<file path="src/rtl/fp_mult_pipe.sv">
// fp_mult_pipe: four-stage pipelined floating-point multiplier with generic
// exponent/fraction widths and a valid/ready handshake that stalls the
// whole pipeline when the result is not taken. Subnormal operands are
// treated as zero. Overflow, underflow and invalid are flagged per result.
// Optional macro FPM_ROUND_EN: round-to-nearest-even on the discarded
// product bits; without it the fraction is truncated like the legacy FPM.
module fp_mult_pipe #(
    parameter int EXP_W = 8,
    parameter int MAN_W = 23
) (
    input  logic                   clk,
    input  logic                   rst,
    input  logic                   in_valid,
    output logic                   in_ready,
    input  logic [EXP_W+MAN_W:0]   a,
    input  logic [EXP_W+MAN_W:0]   b,
    output logic                   out_valid,
    input  logic                   out_ready,
    output logic [EXP_W+MAN_W:0]   p,
    output logic                   flag_ovf,
    output logic                   flag_unf,
    output logic                   flag_inv
);

    localparam int W    = 1 + EXP_W + MAN_W;
    localparam int BIAS = (1 << (EXP_W - 1)) - 1;
    localparam int PW   = 2 * MAN_W + 2;
    localparam logic signed [EXP_W+1:0] BIAS_S  = (EXP_W+2)'(BIAS);
    localparam logic signed [EXP_W+1:0] EXP_MAX = (EXP_W+2)'((1 << EXP_W) - 1);

    typedef enum logic [1:0] {CLS_NORM, CLS_ZERO, CLS_INF, CLS_NAN} cls_t;

    logic advance;

    logic [EXP_W-1:0] ea, eb;
    logic [MAN_W-1:0] fa, fb;
    logic a_zero, a_inf, a_nan, b_zero, b_inf, b_nan;
    cls_t cls_d;

    logic                    s1_valid, s1_sign;
    cls_t                    s1_cls;
    logic signed [EXP_W+1:0] s1_exp;
    logic [MAN_W:0]          s1_ma, s1_mb;

    logic                    s2_valid, s2_sign;
    cls_t                    s2_cls;
    logic signed [EXP_W+1:0] s2_exp;
    logic [PW-1:0]           s2_prod;

    logic [PW-1:0]           norm;
    logic signed [EXP_W+1:0] exp_n, exp_d;
    logic [MAN_W-1:0]        frac_d;
`ifdef FPM_ROUND_EN
    logic                    round_up;
    logic [MAN_W+1:0]        mant_r;
`endif

    logic                    s3_valid, s3_sign;
    cls_t                    s3_cls;
    logic signed [EXP_W+1:0] s3_exp;
    logic [MAN_W-1:0]        s3_frac;

    logic signed [EXP_W+1:0] e_unb;
    logic [W-1:0]            p_d;
    logic                    ovf_d, unf_d, inv_d;

    assign advance  = !out_valid || out_ready;
    assign in_ready = advance;

    // Split operands into fields and pick the special-case class by priority
    always_comb begin
        ea     = a[W-2:MAN_W];
        eb     = b[W-2:MAN_W];
        fa     = a[MAN_W-1:0];
        fb     = b[MAN_W-1:0];
        a_zero = (ea == '0);
        b_zero = (eb == '0);
        a_inf  = (ea == '1) && (fa == '0);
        b_inf  = (eb == '1) && (fb == '0);
        a_nan  = (ea == '1) && (fa != '0);
        b_nan  = (eb == '1) && (fb != '0);
        if (a_nan || b_nan || (a_zero && b_inf) || (a_inf && b_zero))
            cls_d = CLS_NAN;
        else if (a_inf || b_inf)
            cls_d = CLS_INF;
        else if (a_zero || b_zero)
            cls_d = CLS_ZERO;
        else
            cls_d = CLS_NORM;
    end

    // Stage 1: register class, product sign, biased exponent sum, mantissas
    always_ff @(posedge clk or posedge rst) begin
        if (rst) begin
            s1_valid <= 1'b0;
            s1_sign  <= 1'b0;
            s1_cls   <= CLS_NORM;
            s1_exp   <= '0;
            s1_ma    <= '0;
            s1_mb    <= '0;
        end else if (advance) begin
            s1_valid <= in_valid;
            s1_sign  <= a[W-1] ^ b[W-1];
            s1_cls   <= cls_d;
            s1_exp   <= {2'b00, ea} + {2'b00, eb};
            s1_ma    <= {1'b1, fa};
            s1_mb    <= {1'b1, fb};
        end
    end

    // Stage 2: full-width unsigned mantissa product
    always_ff @(posedge clk or posedge rst) begin
        if (rst) begin
            s2_valid <= 1'b0;
            s2_sign  <= 1'b0;
            s2_cls   <= CLS_NORM;
            s2_exp   <= '0;
            s2_prod  <= '0;
        end else if (advance) begin
            s2_valid <= s1_valid;
            s2_sign  <= s1_sign;
            s2_cls   <= s1_cls;
            s2_exp   <= s1_exp;
            s2_prod  <= {{(MAN_W+1){1'b0}}, s1_ma} * {{(MAN_W+1){1'b0}}, s1_mb};
        end
    end

    // Normalise so the hidden bit sits in the product MSB, then round or truncate
    always_comb begin
        norm  = s2_prod[PW-1] ? s2_prod : (s2_prod << 1);
        exp_n = s2_exp + {{(EXP_W+1){1'b0}}, s2_prod[PW-1]};
`ifdef FPM_ROUND_EN
        round_up = norm[MAN_W] & (norm[MAN_W+1] | (|norm[MAN_W-1:0]));
        mant_r   = {1'b0, (MAN_W+1)'(norm >> (MAN_W+1))} + {{(MAN_W+1){1'b0}}, round_up};
        if (mant_r[MAN_W+1]) begin
            frac_d = mant_r[MAN_W:1];
            exp_d  = exp_n + {{(EXP_W+1){1'b0}}, 1'b1};
        end else begin
            frac_d = mant_r[MAN_W-1:0];
            exp_d  = exp_n;
        end
`else
        frac_d = MAN_W'(norm >> (MAN_W+1));
        exp_d  = exp_n;
`endif
    end

    // Stage 3: register the normalised fraction and adjusted exponent sum
    always_ff @(posedge clk or posedge rst) begin
        if (rst) begin
            s3_valid <= 1'b0;
            s3_sign  <= 1'b0;
            s3_cls   <= CLS_NORM;
            s3_exp   <= '0;
            s3_frac  <= '0;
        end else if (advance) begin
            s3_valid <= s2_valid;
            s3_sign  <= s2_sign;
            s3_cls   <= s2_cls;
            s3_exp   <= exp_d;
            s3_frac  <= frac_d;
        end
    end

    // Remove the bias, range-check and pack; bubbles produce an all-zero word
    always_comb begin
        p_d   = '0;
        ovf_d = 1'b0;
        unf_d = 1'b0;
        inv_d = 1'b0;
        e_unb = s3_exp - BIAS_S;
        if (s3_valid) begin
            case (s3_cls)
                CLS_NAN: begin
                    p_d   = {1'b0, {EXP_W{1'b1}}, 1'b1, {(MAN_W-1){1'b0}}};
                    inv_d = 1'b1;
                end
                CLS_INF:  p_d = {s3_sign, {EXP_W{1'b1}}, {MAN_W{1'b0}}};
                CLS_ZERO: p_d = {s3_sign, {(W-1){1'b0}}};
                default: begin
                    if (e_unb >= EXP_MAX) begin
                        p_d   = {s3_sign, {EXP_W{1'b1}}, {MAN_W{1'b0}}};
                        ovf_d = 1'b1;
                    end else if (e_unb[EXP_W+1] || (e_unb == '0)) begin
                        p_d   = {s3_sign, {(W-1){1'b0}}};
                        unf_d = 1'b1;
                    end else begin
                        p_d = {s3_sign, e_unb[EXP_W-1:0], s3_frac};
                    end
                end
            endcase
        end
    end

    // Stage 4: output register, held while the consumer is not ready
    always_ff @(posedge clk or posedge rst) begin
        if (rst) begin
            out_valid <= 1'b0;
            p         <= '0;
            flag_ovf  <= 1'b0;
            flag_unf  <= 1'b0;
            flag_inv  <= 1'b0;
        end else if (advance) begin
            out_valid <= s3_valid;
            p         <= p_d;
            flag_ovf  <= ovf_d;
            flag_unf  <= unf_d;
            flag_inv  <= inv_d;
        end
    end

endmodule

</file>
<file path="config.mk">
export PLATFORM = sky130hd
export DESIGN_NAME = fp_mult_pipe
export DESIGN_NICKNAME = d
export VERILOG_FILES = /design/src/rtl/fp_mult_pipe.sv
export SDC_FILE = /design/constraint.sdc
export NUM_CORES = 2
export LEC_CHECK = 0
export CAP_MARGIN = 20
export CORE_ASPECT_RATIO = 1.75
export CORE_MARGIN = 5
export CORE_UTILIZATION = 30
export CTS_BUF_LIST = sky130_fd_sc_hd__clkbuf_2
export DETAILED_ROUTE_END_ITERATION = 12
export GPL_ROUTABILITY_DRIVEN = 0
export GPL_TIMING_DRIVEN = 0
export PLACE_DENSITY = 0.43
export REMOVE_ABC_BUFFERS = 1
export SLEW_MARGIN = 15
export SYNTH_ARGS = -nofsm -noshare
export SYNTH_HDL_FRONTEND = slang
export SYNTH_SLANG_ARGS = --single-unit
</file>
<file path="constraint.sdc">
create_clock -name clk -period 7.6 [get_ports clk]
set_clock_uncertainty 0.2 [all_clocks]
set_input_delay 2.28 -clock clk [delete_from_list [all_inputs] [get_ports clk]]
set_output_delay 2.28 -clock clk [all_outputs]
set_load 0.02 [all_outputs]
</file>
==> results.sh <==
export IMPL_status="finished clean"
export IMPL_slew_viol_final=0
export IMPL_via_per_inst=4.713
export IMPL_cts_buffers=17
export IMPL_postSynth_asyncResetShare_pct=100.0
export IMPL_cts_max_path_buffers=2
export IMPL_drt_total_wl_microns=78230
export IMPL_drc=0
export IMPL_clk_latency_ns=1.01
export IMPL_multiInputGateArea_sq_um=18860
export IMPL_yosys_warnings=0
export IMPL_nFillCells=8921
export IMPL_critPathRequiredTime_ns=8.27
export IMPL_antenna_found_initial=5
export IMPL_synth_top_cell_area_share_pct=37.45
export IMPL_met2_usage_pct=32.75
export IMPL_first_iter_violations=936
export IMPL_max_freq_mhz=134.8
export IMPL_synthDistinctLibCells=54
export IMPL_use_met1_pct=18.95
export IMPL_register_area_sq_um=4418
export IMPL_dieArea_sq_um=92070
export IMPL_synth_avg_cell_area_sq_um=9.040
export IMPL_core_area_sq_um=85460
export IMPL_synth_area_leaders="fa_1, dfrtp_1, ha_1, nand2_1, inv_1"
export IMPL_vias=19050
export IMPL_nets=3606
export IMPL_cp_start_kind="register"
export IMPL_busiest_layer="met2"
export IMPL_hold_path_class="reg -> reg"
export IMPL_routedWlPerCell_microns=19.36
export IMPL_grt_pass1_wl_microns=120200
export IMPL_clock_sinks=171
export IMPL_period_needed_ns=7.418
export IMPL_firstDrtPassIters=6
export IMPL_worstSetupPathType="reg -> reg"
export IMPL_tritoncts="done"
export IMPL_slew_headroom_pct=49.02
export IMPL_grtUsageTotal_pct=16.93
export IMPL_hpwl_microns=59650
export IMPL_start_util_pct=30.15
export IMPL_endpoint_kind="register"
export IMPL_critPathArrivalTime_ns=8.08
export IMPL_io_pins=105
export IMPL_layout_setup_ws_ns=0.1817
export IMPL_die_y_microns=397.7
export IMPL_grt_max_degree=100
export IMPL_whs_ns=0.2479
export IMPL_path_clk_slew_ns=0.38
export IMPL_synth_edff_count=0
export IMPL_r2r_start="s1_ma[9]$_DFFE_PP0P_"
export IMPL_syn_inst=2850
export IMPL_portBuffers=104
export IMPL_ctsHoldBuffers=0
export IMPL_r2r_slack_ns=0.18
export IMPL_die_w_microns=231.5
export IMPL_ys_seq_area_share_pct=16.61
export IMPL_grt_setup_unrepaired="no"
export IMPL_overflow=0
export IMPL_period_share_pct=97.61
export IMPL_cp_max_fo=18
export IMPL_ys_ff_latch=171
export IMPL_reg2reg_depth=23
export IMPL_h_tree_depth=4
export IMPL_cts_root_buffer="clkbuf_2"
export IMPL_synth_top_cell_by_area="fa_1"
export IMPL_setup_viol=0
export IMPL_drive_above_1_share_pct=5.232
export IMPL_crit_start="s1_ma[9]$_DFFE_PP0P_"
export IMPL_pre_cts_ws_ns=-0.5093
export IMPL_postRouteAntennaNets=0
export IMPL_r2r_end="s2_prod[47]$_DFFE_PP0P_"
export IMPL_drv_cap=0
export IMPL_use_met3_pct=1.526
export IMPL_num_rows=142
export IMPL_synth_top_flop_cell="dfrtp_1"
export IMPL_hold_viol=0
export IMPL_syn_area_sq_um=25760
export IMPL_syn2layout_area_growth_pct=12.35
export IMPL_grt_pass1_vias=21240
export IMPL_worst_pin_slew_ns=0.7646
export IMPL_endpoint="s2_prod[47]$_DFFE_PP0P_"
[per-layer routing]
metal / wire (microns) / part of all wire (%)
met3: 2374 / 3.0
met4: 3361 / 4.3
met1: 28650 / 37
met2: 43840 / 56
met5: 0 / 0
[layout by cell type, fill, tap and decap left out, drive strengths merged, types with 4 or more instances in the layout]
cell | netlist | final
inv | 564 | 568
nand2 | 566 | 566
fa | 482 | 482
and2 | 282 | 282
ha | 183 | 183
dfrtp | 171 | 171
clkdlybuf4s50 | 0 | 104
o21ai | 70 | 70
nor2 | 62 | 62
a21oi | 61 | 61
buf | 7 | 50
a22o | 32 | 32
xnor2 | 29 | 29
a21o | 27 | 27
mux2i | 24 | 24
nand4 | 22 | 22
xor2 | 20 | 20
clkbuf | 143 | 17
nor4 | 16 | 16
nand3 | 15 | 15
clkinv | 0 | 11
nor3 | 10 | 10
a211oi | 7 | 7
and3 | 5 | 5
a31oi | 5 | 5
nand2b | 4 | 4
a211o | 4 | 4
a41oi | 4 | 4
o21a | 4 | 4
o21bai | 4 | 4
[state kept, by name (all words and copies together), names as in the netlist, 9 cells and up]
name and count:
p 32, s1_exp 9, s1_ma 24, s1_mb 23
s2_exp 9, s2_prod 25, s3_exp 10, s3_frac 23
[cell type report]
cell class	instances	share of cell area, %
diodes	3	0.02594
clock buffers	17	0.2940
clock inverters	15	0.6268
inverters	564	7.357
multi-input cells	1965	65.17
flip-flops and latches	171	15.26
well taps	1152	4.980
repair buffers	154	6.285
[synthesized netlist by cell type (4+ instances only)]
cell	n
a211o_1	4
a21o_1	27
a21oi_1	61
a22o_1	32
a31oi_1	5
a41oi_1	4
and2_1	282
and3_1	5
buf_1	6
clkbuf_1	143
dfrtp_1	171
fa_1	482
ha_1	183
inv_1	564
mux2i_1	24
nand2_1	566
nand2b_1	4
nand3_1	15
nand4_1	22
nor2_1	62
nor3_1	9
nor4_1	16
o21a_1	4
o21ai_0	67
o21bai_1	4
xnor2_1	29
xor2_1	20
[worst min path at each step]
stage,start,endpoint,cells after the start
final,s1_sign$_DFFE_PP0P_,s2_sign$_DFFE_PP0P_,2
after global routing,s1_sign$_DFFE_PP0P_,s2_sign$_DFFE_PP0P_,2
after CTS,s1_sign$_DFFE_PP0P_,s2_sign$_DFFE_PP0P_,2
after detailed placement,s1_exp[0]$_DFFE_PP0P_,s1_exp[0]$_DFFE_PP0P_,2
after global placement,s1_valid$_DFFE_PP0P_,s1_valid$_DFFE_PP0P_,2
after floorplan,s1_exp[0]$_DFFE_PP0P_,s1_exp[0]$_DFFE_PP0P_,2
[worst max-delay path, cell delays in order (launching register included)]
cell,delay (ns)
dfrtp_2,0.58
buf_16,0.19
and2_1,0.17
fa_1,0.54
inv_1,0.05
fa_1,0.48
inv_1,0.06
fa_1,0.48
fa_1,0.64
fa_1,0.46
fa_1,0.49
inv_1,0.05
fa_1,0.49
inv_1,0.08
ha_1,0.35
nand4_1,0.18
nor2_1,0.18
nand4_1,0.16
a211oi_2,0.35
o311ai_0,0.31
a21oi_1,0.32
a21oi_1,0.12
xnor2_1,0.20
o21ai_0,0.10
[logic make-up after synthesis]
kind of cell,after synthesis,synth area share [%]
simple gates,992,17.96
flops,171,16.61
mux,24,0.9324
compound gates,235,6.085
fa+ha+maj,665,46.34
buf+inv,714,10.41
xor+xnor,49,1.666
[repair_timing]
action,4_1_cts,5_1_grt
resized for setup,62,11
setup endpoints to repair,17,9
pin swaps,0,6
setup buffers,8,16
[per-stage QoR]
| step | cells | setup TNS (ns) | util, % | cell area [sq um] |
|---|---|---|---|---|
| floorplan | 2700 | -752.09 | - | 25200 |
| global placement | 3956 | -2457.22 | 32.39 | 27680 |
| detailed placement | 3982 | -4.398 | 33.05 | 28250 |
| CTS | 4022 | 0 | 33.58 | 28700 |
| global route | 4039 | 0 | 33.86 | 28940 |
| finish | 4041 | 0 | 33.87 | 28940 |
Power is left out: the tool's default activity adds up to more than one toggle a clock period on the data nets, which glitch-free logic cannot reach.
==> RTL change (config.mk and constraints unchanged) <==
Put one more register stage on the output `flag_inv`, cleared by the reset. The value now appears one clock later. The other outputs are not delayed to match.
--- a/src/rtl/fp_mult_pipe.sv
+++ b/src/rtl/fp_mult_pipe.sv
@@ -29,6 +29,8 @@
     localparam logic signed [EXP_W+1:0] EXP_MAX = (EXP_W+2)'((1 << EXP_W) - 1);
 
     typedef enum logic [1:0] {CLS_NORM, CLS_ZERO, CLS_INF, CLS_NAN} cls_t;
+
+    logic flag_inv_s0;
 
     logic advance;
 
@@ -199,13 +201,21 @@
             p         <= '0;
             flag_ovf  <= 1'b0;
             flag_unf  <= 1'b0;
-            flag_inv  <= 1'b0;
+            flag_inv_s0 <= 1'b0;
         end else if (advance) begin
             out_valid <= s3_valid;
             p         <= p_d;
             flag_ovf  <= ovf_d;
             flag_unf  <= unf_d;
-            flag_inv  <= inv_d;
+            flag_inv_s0 <= inv_d;
+        end
+    end
+
+    always_ff @(posedge clk or posedge rst) begin
+        if (rst) begin
+            flag_inv <= '0;
+        end else begin
+            flag_inv <= flag_inv_s0;
         end
     end
 
Formal check against the unedited RTL: not equivalent (Yosys sat finds a counterexample within 10 cycles, from zero or initial values and one cycle with rst high).
==> RTL change against the unedited design <==
Sequential cell count rose by 1; sequential share of layout area fell by 0.14 points; critical path depth fell by 1; synthesized area barely moved; cell area rose by 1.3%; via count rose by 2.4%; cell count rose by 0.47%; hold slack got worse by 0.034 ns; die area barely moved; worst setup slack improved by 0.044 ns; count of clock-buffer cells in the layout rose by 1; wire length rose by 11%.
Power is not shown: default switching activity piles up to over one toggle a cycle in this logic, so the estimate is an artifact.
==> RTL change: results (changes against the unedited design) <==
* Status: completed (unchanged)
* Worst Hold Path Cells at 0 (was 2)
* Ratio of cells with drive above 1 in the final layout at 0.05992 (was 0.05232)
* Cells after DPL at 3981 (was 3982)
* First-pass GRT wire length at 130400 um (was 120200 um)
* Initial drt markers at 1103 (was 936)
* Critical R2R Capture: s2_prod[40] (was s2_prod[47])
* Drt first pass iters at 5 (was 6)
* HP Class: flop to flop (unchanged)
* R2R Setup Slk at 0.23 ns (was 0.18 ns)
* # fillers at 8876 (was 8921)
* Crit-path max cell delay at 0.77 ns (was 0.64 ns)
* Total GRT Usage at 0.1884 (was 0.1693)
* Beginning of the critical path: s1_mb[9] (was s1_ma[9])
* R2R depth at 22 (was 23)
* Crit-path slowest cell: dfrtp_4 (was fa_1)
* Clock Tree Root: clkbuf_2 (unchanged)
* Least-Margin Pin Slew at 1.219 ns (was 0.7646 ns)
* Routed vias/inst at 4.805 (was 4.713)
* Clock latency on the worst-skew pair at 1.05 ns (was 1.01 ns)
* Initial antenna violation count at 8 (was 5)
* Final nets at 3625 (was 3606)
* Largest net degree at the start of global routing at 101 (was 100)
* Sequential element share of the synthesized area at 0.1669 (was 0.1661)
* Worst Min Path Start: flag_inv_s0 (was s1_sign)
* Vias at 19510 (was 19050)
* Avg WL per Cell at 21.32 um (was 19.36 um)
* Post-DP HPWL at 62610 um (was 59650 um)
* Vias in the first global route at 21770 (was 21240)
* Worst path arrival time at 8.16 ns (was 8.08 ns)
* Cells after synthesis at 2851 (was 2850)
RTL change: cell types whose count changed in the layout (fill, tap and decap cells not counted), sizes merged:
cell	unedited run	this run
clkinv	11	5
buf	50	66
inv	568	567
bufinv	0	2
clkbuf	17	20
diode	3	4
clkinvlp	0	3
dfrtp	171	172
RTL change: how the worst max path moves through the flow:
stage / endpoint / slack (ns) / cells past startpoint
4_1_cts: s2_prod[40] / 0.002 / 23
5_1_grt: s2_prod[43] / -0.004 / 23
2_1_floorplan: in_ready / -7.73 / 2
3_3_place_gp: in_ready / -17.95 / 4
3_5_place_dp: s2_prod[46] / -0.73 / 22
6_report: s2_prod[40] / 0.23 / 22
RTL change: area by class of cell:
| class | count | area share |
|---|---|---|
| diodes | 4 | 0.0003413 |
| clock buffers | 18 | 0.003071 |
| clock inverters | 13 | 0.004948 |
| inverters | 564 | 0.07260 |
| multi-input cells | 1965 | 0.6457 |
| flip-flops and latches | 172 | 0.1512 |
| well taps | 1152 | 0.04914 |
| repair buffers | 172 | 0.07303 |
RTL change: what timing repair did:
| item | 4_1_cts | 5_1_grt |
|---|---|---|
| pin swaps | 1 | 8 |
| gates resized for setup | 42 | 30 |
| hold endpoints to repair | 0 | 0 |
| cloned | 0 | 0 |
| setup endpoints to repair | 21 | 13 |
| setup buffers | 17 | 27 |
RTL change: metrics by stage:
| stage | hold WS, ns | TNS [ns] | utilization | setup WS (ns) |
|---|---|---|---|---|
| floorplan | 0.1543 | -752.09 | - | -7.732 |
| global placement | 0.1639 | -2439.85 | 0.3242 | -17.95 |
| detailed placement | 0.1702 | -7.904 | 0.3308 | -0.7317 |
| CTS | 0.2178 | 0 | 0.3378 | 0.001676 |
| global route | 0.2400 | -0.004314 | 0.3432 | -0.004314 |
| finish | 0.2144 | 0 | 0.3432 | 0.2254 |
RTL change: layer usage:
metal | global-route usage | wire (um)
met1 | 0.2114 | 31550
met5 | 0 | 13
met2 | 0.3591 | 47670
met4 | 0.07601 | 4065
met3 | 0.02175 | 3248
RTL change: cell families after synthesis:
| family | Yosys count | share of synthesized area |
|---|---|---|
| buffers and inverters | 714 | 0.1040 |
| adder cells (fa/ha/maj) | 665 | 0.4630 |
| flip-flops | 172 | 0.1669 |
| XOR/XNOR | 49 | 0.01664 |
| AO/OA/AOI/OAI | 235 | 0.06079 |
| AND/OR/NAND/NOR | 992 | 0.1794 |
| multiplexers | 24 | 0.009315 |
